===== config.mk =====
export PLATFORM = sky130hd
export DESIGN_NAME = spmv_row_accumulator_flat
export DESIGN_NICKNAME = d
export VERILOG_FILES = /design/src/rtl/spmv_row_accumulator_if.sv /design/src/rtl/spmv_row_accumulator.sv /design/src/flat_wrapper.sv
export SDC_FILE = /design/constraint.sdc
export NUM_CORES = 1
export LEC_CHECK = 0
export ABC_AREA = 0
export CORE_MARGIN = 5
export CORE_UTILIZATION = 48
export DETAILED_ROUTE_END_ITERATION = 6
export GPL_TIMING_DRIVEN = 0
export HOLD_SLACK_MARGIN = 0.02
export PLACE_DENSITY = 0.74
export RECOVER_POWER = 50
export SLEW_MARGIN = 20
export SYNTH_ARGS = -nofsm -noshare
export SYNTH_HDL_FRONTEND = slang
export SYNTH_SLANG_ARGS = --single-unit
export TNS_END_PERCENT = 30

===== constraint.sdc =====
create_clock -name clock -period 10.6 [get_ports clock]
set_clock_uncertainty 0.15 [all_clocks]
set_input_delay 2.65 -clock clock [delete_from_list [all_inputs] [get_ports clock]]
set_output_delay 2.65 -clock clock [all_outputs]
set_load 0.01 [all_outputs]

===== src/rtl/spmv_row_accumulator_if.sv =====
// Product-beat input stream and row-result output of the SpMV row accumulator.
interface spmv_row_accumulator_if #(
    parameter int DATA_W = 24,
    parameter int ACC_W  = 32,
    parameter int ROW_W  = 11,
    parameter int CNT_W  = 8
);
    logic              in_valid;
    logic              in_ready;
    logic [DATA_W-1:0] in_data;
    logic [ROW_W-1:0]  in_row;
    logic              in_last;
    logic              out_valid;
    logic              out_ready;
    logic [ACC_W-1:0]  out_data;
    logic [ROW_W-1:0]  out_row;
    logic [CNT_W-1:0]  out_nnz;
    logic              out_sat;

    modport master (
        output in_valid, in_data, in_row, in_last, out_ready,
        input  in_ready, out_valid, out_data, out_row, out_nnz, out_sat
    );

    modport slave (
        input  in_valid, in_data, in_row, in_last, out_ready,
        output in_ready, out_valid, out_data, out_row, out_nnz, out_sat
    );
endinterface


===== src/rtl/spmv_row_accumulator.sv =====
// Row accumulator: products summed round-robin into LANES partial sums, then a registered pairwise tree.
// Latency: last beat in cycle t -> out_valid in cycle t+1+log2(LANES); SATURATE_EN selects saturating adds.
// Backpressure: in_ready drops from last beat until the result handshake; results hold while out_ready=0.
module spmv_row_accumulator #(
    parameter int DATA_W = 24,
    parameter int ACC_W  = 32,
    parameter int LANES  = 4,
    parameter int ROW_W  = 11,
    parameter int CNT_W  = 8
) (
    input  logic                  clock,
    input  logic                  reset,
    spmv_row_accumulator_if.slave bus
);
    localparam int STAGES = $clog2(LANES);
    localparam int PTR_W  = (LANES > 1) ? STAGES : 1;
    localparam int STG_W  = (STAGES > 1) ? $clog2(STAGES) : 1;

    typedef enum logic [1:0] {ACCUM, REDUCE, HOLD} state_t;

    state_t             state;
    logic [ACC_W-1:0]   lane     [LANES];
    logic [ACC_W-1:0]   lane_nxt [LANES];
    logic [PTR_W-1:0]   lane_ptr;
    logic [STG_W-1:0]   stage;
    logic [CNT_W-1:0]   nnz;
    logic [ROW_W-1:0]   row_q;
    logic               sat_flag;
    logic               sat_hit;
    logic               rdy_q;
    logic               vld_q;
    logic               take;
    logic [ACC_W-1:0]   in_ext;
    logic [ACC_W:0]     sum_r;

    // Returns {overflow, sum}; overflow is only ever reported when saturating.
    function automatic logic [ACC_W:0] add_acc(input logic [ACC_W-1:0] a, input logic [ACC_W-1:0] b);
        logic [ACC_W-1:0] s;
        logic             ovf;
        s = a + b;
`ifdef SATURATE_EN
        ovf = (a[ACC_W-1] == b[ACC_W-1]) && (s[ACC_W-1] != a[ACC_W-1]);
        if (ovf) begin
            s = a[ACC_W-1] ? {1'b1, {(ACC_W-1){1'b0}}} : {1'b0, {(ACC_W-1){1'b1}}};
        end
`else
        ovf = 1'b0;
`endif
        return {ovf, s};
    endfunction

    assign in_ext = ACC_W'($signed(bus.in_data));
    assign take   = bus.in_valid && rdy_q;

    always_comb begin
        sat_hit = 1'b0;
        sum_r   = '0;
        for (int i = 0; i < LANES; i++) lane_nxt[i] = lane[i];
        case (state)
            ACCUM: begin
                if (take) begin
                    for (int i = 0; i < LANES; i++) begin
                        if (lane_ptr == PTR_W'(i)) begin
                            sum_r       = add_acc(lane[i], in_ext);
                            lane_nxt[i] = sum_r[ACC_W-1:0];
                            sat_hit     = sum_r[ACC_W];
                        end
                    end
                end
            end
            REDUCE: begin
                // Only pairs live at this stage are summed so dead lanes cannot raise the flag.
                for (int i = 0; i < LANES / 2; i++) begin
                    if (i < (LANES >> (int'(stage) + 1))) begin
                        sum_r       = add_acc(lane[2*i], lane[2*i+1]);
                        lane_nxt[i] = sum_r[ACC_W-1:0];
                        sat_hit     = sat_hit | sum_r[ACC_W];
                    end
                end
            end
            HOLD: begin
                if (bus.out_ready) begin
                    for (int i = 0; i < LANES; i++) lane_nxt[i] = '0;
                end
            end
            default: ;
        endcase
    end

    always_ff @(posedge clock or negedge reset) begin
        if (!reset) begin
            state    <= ACCUM;
            for (int i = 0; i < LANES; i++) lane[i] <= '0;
            lane_ptr <= '0;
            stage    <= '0;
            nnz      <= '0;
            row_q    <= '0;
            sat_flag <= 1'b0;
            rdy_q    <= 1'b1;
            vld_q    <= 1'b0;
        end else begin
            for (int i = 0; i < LANES; i++) lane[i] <= lane_nxt[i];
            case (state)
                ACCUM: begin
                    if (take) begin
                        lane_ptr <= (LANES == 1) ? '0 : lane_ptr + 1'b1;
                        nnz      <= nnz + 1'b1;
                        sat_flag <= sat_flag | sat_hit;
                        if (bus.in_last) begin
                            row_q <= bus.in_row;
                            rdy_q <= 1'b0;
                            stage <= '0;
                            if (LANES == 1) begin
                                state <= HOLD;
                                vld_q <= 1'b1;
                            end else begin
                                state <= REDUCE;
                            end
                        end
                    end
                end
                REDUCE: begin
                    sat_flag <= sat_flag | sat_hit;
                    stage    <= stage + 1'b1;
                    if (stage == STG_W'(STAGES - 1)) begin
                        state <= HOLD;
                        vld_q <= 1'b1;
                        stage <= '0;
                    end
                end
                HOLD: begin
                    if (bus.out_ready) begin
                        lane_ptr <= '0;
                        nnz      <= '0;
                        sat_flag <= 1'b0;
                        vld_q    <= 1'b0;
                        rdy_q    <= 1'b1;
                        state    <= ACCUM;
                    end
                end
                default: state <= ACCUM;
            endcase
        end
    end

    // lane[0], nnz and the row latch are frozen in HOLD, so they drive the result directly.
    assign bus.in_ready  = rdy_q;
    assign bus.out_valid = vld_q;
    assign bus.out_data  = lane[0];
    assign bus.out_row   = row_q;
    assign bus.out_nnz   = nnz;
    assign bus.out_sat   = sat_flag;
endmodule


===== src/flat_wrapper.sv =====
// flat-port wrapper written by rule: the top's interface ports become plain ports
module spmv_row_accumulator_flat 
#(
    parameter int DATA_W = 24,
    parameter int ACC_W  = 32,
    parameter int LANES  = 4,
    parameter int ROW_W  = 11,
    parameter int CNT_W  = 8
)
  (clock, reset, bus_in_valid, bus_in_data, bus_in_row, bus_in_last, bus_out_ready, bus_in_ready, bus_out_valid, bus_out_data, bus_out_row, bus_out_nnz, bus_out_sat);
  spmv_row_accumulator_if #(.DATA_W(DATA_W), .ACC_W(ACC_W), .ROW_W(ROW_W), .CNT_W(CNT_W)) bus_i ();
  input  logic clock;
  input  logic reset;
  input wire logic [$bits(bus_i.in_valid)-1:0] bus_in_valid;
  input wire logic [$bits(bus_i.in_data)-1:0] bus_in_data;
  input wire logic [$bits(bus_i.in_row)-1:0] bus_in_row;
  input wire logic [$bits(bus_i.in_last)-1:0] bus_in_last;
  input wire logic [$bits(bus_i.out_ready)-1:0] bus_out_ready;
  output wire logic [$bits(bus_i.in_ready)-1:0] bus_in_ready;
  output wire logic [$bits(bus_i.out_valid)-1:0] bus_out_valid;
  output wire logic [$bits(bus_i.out_data)-1:0] bus_out_data;
  output wire logic [$bits(bus_i.out_row)-1:0] bus_out_row;
  output wire logic [$bits(bus_i.out_nnz)-1:0] bus_out_nnz;
  output wire logic [$bits(bus_i.out_sat)-1:0] bus_out_sat;
  assign bus_i.in_valid = bus_in_valid;
  assign bus_i.in_data = bus_in_data;
  assign bus_i.in_row = bus_in_row;
  assign bus_i.in_last = bus_in_last;
  assign bus_i.out_ready = bus_out_ready;
  assign bus_in_ready = bus_i.in_ready;
  assign bus_out_valid = bus_i.out_valid;
  assign bus_out_data = bus_i.out_data;
  assign bus_out_row = bus_i.out_row;
  assign bus_out_nnz = bus_i.out_nnz;
  assign bus_out_sat = bus_i.out_sat;
  spmv_row_accumulator #(.DATA_W(DATA_W), .ACC_W(ACC_W), .LANES(LANES), .ROW_W(ROW_W), .CNT_W(CNT_W)) u_core (.clock(clock), .reset(reset), .bus(bus_i));
endmodule

Word level (Yosys, flattened, before mapping)
Cells that the tools add are included.

cells by class
  $add $sub $neg = 10
  order comparisons = 2
  equality and inequality tests = 15
  shifts and indexed selects = 1
  multiplexer cells = 29
  reduce and logical (&&, ||, !) cells = 17

operators with widths
  kind                                                                          number
  128-bit two-way mux                                                           2
  32-bit adder                                                                  6
  32-bit two-way mux                                                            6
  64-bit case mux with 3 select lines                                           1
  64-bit case mux with 2 select lines                                           1
  1-bit by 32-bit less-than comparator with 1-bit output, first input constant  1
  2-bit by 32-bit less-than comparator with 1-bit output, first input constant  1
  3-bit by 32-bit right shift with 32-bit output, first input constant          1
  8-bit two-way mux                                                             2
  2-bit by 1-bit != test with 1-bit output, second input constant               8
  8-bit case mux with 2 select lines                                            1
  4-bit AND reduction                                                           4
  3-bit AND reduction                                                           4
  2-bit two-way mux                                                             5
  5-bit AND reduction                                                           2
  8-bit by 1-bit adder with 8-bit output, second input constant                 1
  2-bit == test, second input constant                                          3
  1-bit two-way mux                                                             6
  1-bit case mux with 2 select lines                                            3
  2-bit case mux with 3 select lines                                            1
  2-bit nonzero test                                                            3
  2-bit by 1-bit == test with 1-bit output, second input constant               2
  2-bit logical NOT                                                             2
  2-bit != test, second input constant                                          2
  other kinds (6)                                                               6

storage, ports and cells
  register bits after elaboration = 154
  output and inout bits = 54

Longest topological paths before layout
Gate-level depths: netlist of the first run.

  depth after elaboration = 5
  depth in mapped cells = 17

Least setup slack after synthesis of the first run
OpenSTA, ideal clock, no wires.

  kind = input-to-reg
  start = input bus_in_data[0]
  end = register u_core.lane[58] (netlist bit)
  setup time = 0.121 ns
  arrival time = 4.941 ns
  slack = 5.388 ns
  cell stages on the path = 11
  buffers on the path = 0
  path through = ha_1 fa_1 a211oi_1 o21bai_1 a31oi_1 o21ai_1 o31ai_2 o21a_1 o21ai_1 xor2_1 a22o_1

between the ends
  longest elaborated chain between the ends = 4

ends and longest elaborated chain
  item                                 RTL line                    text
  from (decl)                          flat_wrapper.sv:15          input wire logic [$bits(bus_i.in_data)-1:0] bus_in_data;
  32-bit adder                         spmv_row_accumulator.sv:40  s = a + b;
  32-bit two-way mux                   spmv_row_accumulator.sv:63  if (lane_ptr == PTR_W'(i)) begin
  128-bit two-way mux                  spmv_row_accumulator.sv:61  if (take) begin
  64-bit case mux with 2 select lines  spmv_row_accumulator.sv:59  case (state)
  to (decl)                            spmv_row_accumulator.sv:22  logic [ACC_W-1:0] lane [LANES];

No other way between the ends. The select of a mux whose other input is x is not followed.
A chain may end at the register's enable or synchronous reset.

Final worst setup path of the first run
  start = input bus_in_data[1]
  end = register u_core.lane, in the netlist u_core.bus.out_data[29]

between the ends
  longest elaborated chain between the ends = 4

ends and longest elaborated chain
  item                                 RTL line
  32-bit adder                         spmv_row_accumulator.sv:40
  32-bit two-way mux                   spmv_row_accumulator.sv:63
  128-bit two-way mux                  spmv_row_accumulator.sv:61
  64-bit case mux with 3 select lines  spmv_row_accumulator.sv:59

No other way between the ends. The select of a mux whose other input is x is not followed.

==> flow_summary.yaml, run 1 <==
timing:
  finalMaxSlewViolations: 64
  fin_tns_setup_ns: 0
  rsz0062_at_grt: "false"
  fmax_ghz: 0.1591
  slew_headroom: -1.374
  holdWs_ns: 0.3534
  final-hold-violation-count: 0
  setup_violations: 0
  worst_slew_pin_slew_ns: 3.561
  period_needed_ns: 6.287
  timing.final.crit_share: 0.5931
setup_path:
  critPathCapture: "u_core.bus.out_data[29]"
  cp_data_arrival_time_ns: 6.45
  crit_chain: "clkdlybuf4s50_1, inv_1, o21ai_0, ha_1, a21o_1, and4_1, o311ai_1, a211oi_1, nor3_1, o21ai_1, a211oi_1, xor2_1, o21ai_0"
  cp-startpoint: "bus_in_data[1]"
  crit_type: "input port to flip-flop"
  slowest_stage: "clkdlybuf4s50_1"
  cpPeakStageDelay_ns: 0.74
  r2r_start: "u_core.state[1]"
  cp_max_fo: 6
  r2r_end: "u_core.bus.out_data[28]"
  reg2regPathDepth: 15
  required_ns: 10.76
  startpoint_type: "input port"
  cp-end-kind: "flip-flop"
  regToRegSetupSlack_ns: 5.50
final_layout:
  instances_no_fill: 2245
  fin_nets: 2058
  antennaDiodeCount: 0
  drive_above_1_share: 0.07062
  postLayoutCellArea_um2: 16620
  area_delta_synth_final_pct: 13.80
cts:
  h-tree-depth: 4
  postCtsHoldBufs: 0
  postCtsSetupRepairBufs: 0
  cts.sinks: 154
  tritoncts: "built"
  cts_resized: 0
  clockBufferDepth: 2
  cts-root-buf: "clkbuf_16"
  path_clk_slew_ns: 0.06
  cts_buffers: 17
  clock_latency_ns: 0.44
grt:
  met2_usage: 0.3945
  use_met1: 0.3428
  grt_antenna_before_repair: 0
  grt_max_degree: 92
  overflow: 0
  track_usage: 0.2457
  grt.busiest_layer: "met2"
  grt_pass1_wl_um: 67790
  grt_pass1_vias: 13164
  grtUsageMet3: 0.02704
die:
  start_util: 0.4890
  dieArea_um2: 34020
  core_area_um2: 29870
  die_h_um: 184.5
  io-pin-count: 94
  rows: 63
  die_w_um: 184.5
synth:
  yosys-top-cells-area: "dfrtp_1 26%, ha_1 14%, nand2_1 5.1%, a21oi_1 4.8%, xnor2_1 4.6%"
  ys_warn_count: 0
  synth-edff-count: 0
  synthDominantCellAreaShare: 0.2621
  synth_area_per_cell_um2: 8.434
  syn_nets: 1946
  ys_seq_area_frac: 0.2639
  synth_cells: 1732
  ys.flop_type: "dfrtp_1"
  synth_cell_type_count: 79
  ys_ff_latch: 154
  async_flop_share: 1.000
  synth_area_leader_cell: "dfrtp_1"
  syn_area_um2: 14610
  synth.top_cells.by_count: "198 x nand2_1, 169 x ha_1, 153 x dfrtp_1"
  synth_most_common_cell: "nand2_1"
power_and_ir_drop:
  ir_drop_mv: 0.1688
  p_int_mw: 2.822
  p_per_area_nw_per_um2: 326.0
  leakage_nw: 7.713
  swShare: 0.4793
  combPwrFrac: 0.674
  switchingPower_mw: 2.598
  power.total_mw: 5.420
  share_seq_of_total_power: 0.209
  clkPwrFrac: 0.117
outcome:
  outcome: "finished, violations left"
  violations: "capacitance limit, slew limit"
route:
  routed_wl_um: 41840
  first_pass_iters: 6
  drtAntennaViolNets: 0
  avgRoutedWirePerCell_um: 18.64
  post-route-drc-count: 0
  viasPerCell: 6.021
  drt_iter0_drc: 1219
  num_vias: 13518
hold_path:
  hold_class: "flip-flop to flip-flop"
job:
  maxCapViolations: 1
placement:
  dp_hpwl_um: 32860
  gp_congestion: 0.9872
  port_buffers: 92
  dp.cells: 2215
  placed_area_um2: 16050
-- through the flow --
stage / utilization / setup slack, ns
CTS: 0.5570 / 4.261
floorplan: - / 5.388
global placement: 0.5361 / 0.4567
detailed placement: 0.5372 / 3.802
global route: 0.5564 / 3.963
finish: 0.5564 / 4.313
-- cell families after synthesis --
family	count (synthesis)	share of synthesized area
multiplexers	39	0.02964
XOR/XNOR	137	0.08214
flip-flops	154	0.2639
AND/OR/NAND/NOR	476	0.1493
AO/OA/AOI/OAI	607	0.2766
other	1	0.0002567
adder cells (fa/ha/maj)	174	0.1516
buffers and inverters	144	0.04660
-- final cells by class --
cell class / instances / area, µm²
Sequential cell: 154 / 3855
Buffer: 98 / 508.0
Fill cell: 2724 / 13250
Clock inverter: 11 / 147.6
Clock buffer: 19 / 442.9
Timing Repair Buffer: 93 / 937.1
Multi-Input combinational cell: 1434 / 10070
Inverter: 46 / 172.7
Tap cell: 390 / 488.0
-- flip-flops by register name, indices dropped and copies added (netlist names) --
| register | flops |
|---|---|
| u_core.lane_ptr | 2 |
| u_core.lane | 96 |
| u_core.stage | 1 |
| u_core.bus.out_valid | 1 |
| u_core.state | 2 |
| u_core.bus.out_data | 32 |
| u_core.bus.in_ready | 1 |
| u_core.bus.out_nnz | 8 |
| u_core.bus.out_row | 11 |
-- worst max-delay path: cells and delay by family --
kind	cells	cell delay [ns]
buffers and inverters	2	0.99
XOR/XNOR	1	0.17
AND/OR/NAND/NOR	2	0.53
adder cells (fa/ha/maj)	1	0.29
AO/OA/AOI/OAI	7	1.82
-- placed cells by master, fill, tap and decap left out, types with 6 or more instances in the layout --
master / n
a22o_1: 27
dlygate4sd3_1: 17
and2_1: 7
a211oi_1: 26
nor2_1: 105
xnor2_1: 76
inv_1: 44
a31oi_1: 28
or3_1: 6
clkdlybuf4s50_1: 73
nand2b_1: 16
o31ai_1: 18
and4_1: 9
a211o_1: 8
o211ai_1: 7
nand4_1: 20
o21ai_1: 16
dfrtp_1: 153
xor2_1: 61
o21a_1: 30
and3_1: 17
clkbuf_1: 54
nand3_1: 32
or2_2: 6
mux2_2: 34
o21ai_0: 120
nor2b_1: 20
ha_1: 169
o221ai_1: 15
nand2_1: 198
clkbuf_16: 17
o21bai_1: 25
a22oi_1: 9
a21o_1: 77
buf_4: 33
a21oi_1: 140
nor3_1: 28
-- worst min-delay path by stage --
stage	from	endpoint	slack, ns	cells past startpoint
3_3_place_gp	u_core.bus.out_row[9]	u_core.bus.out_row[9]	0.34	1
2_1_floorplan	u_core.lane[66]	u_core.lane[66]	0.32	2
5_1_grt	u_core.bus.out_row[2]	u_core.bus.out_row[2]	0.37	1
4_1_cts	u_core.bus.out_row[7]	u_core.bus.out_row[7]	0.36	1
3_5_place_dp	u_core.bus.out_row[7]	u_core.bus.out_row[7]	0.35	1
6_report	u_core.bus.out_row[7]	u_core.bus.out_row[7]	0.35	1
-- power groups by stage --
stage	registers (mW)	clock network, mW	logic, mW
after floorplan	1.05	0	2.72
after global placement	1.12	0	3.49
after detailed placement	1.13	0	3.58
after CTS	1.12	0.639	3.62
after global routing	1.16	0.663	4.06
final	1.13	0.636	3.65
-- routing by layer --
metal,share of wire,vias up,wire length [µm]
met2,0.45,466,18740
met3,0.064,85,2684
met5,0,-,0
li1,-,6599,-
met4,0.034,0,1418
met1,0.45,6368,19000
(Power assumes the default switching activity.)
==> run 2, diff against run 1 <==
==> constraint.sdc (replaced) <==
create_clock -name clock -period 5.8 [get_ports clock]
set_clock_uncertainty 0.15 [all_clocks]
set_input_delay 1.45 -clock clock [delete_from_list [all_inputs] [get_ports clock]]
set_output_delay 1.45 -clock clock [all_outputs]
set_load 0.01 [all_outputs]
==> results of run 2 <==
Same layout as run 1 (identical final DEF). Status: finished, violations left: capacitance limit, slew limit.
Among the figures that moved: setup slack after placement 3.802 ns -> 0.2018 ns; clock-pin slew on the worst setup and hold paths 0.06 ns -> 0.07 ns; setup slack after layout 4.313 ns -> 0.6956 ns; start point of the critical path bus_in_data[1] -> u_core.state[1]; end point of the critical path u_core.bus.out_data[29] -> u_core.bus.out_data[28]; register-to-register setup slack 5.50 ns -> 0.70 ns; total power 5.420 mW -> 9.905 mW; worst IR drop on VDD 0.1688 mV -> 0.3084 mV
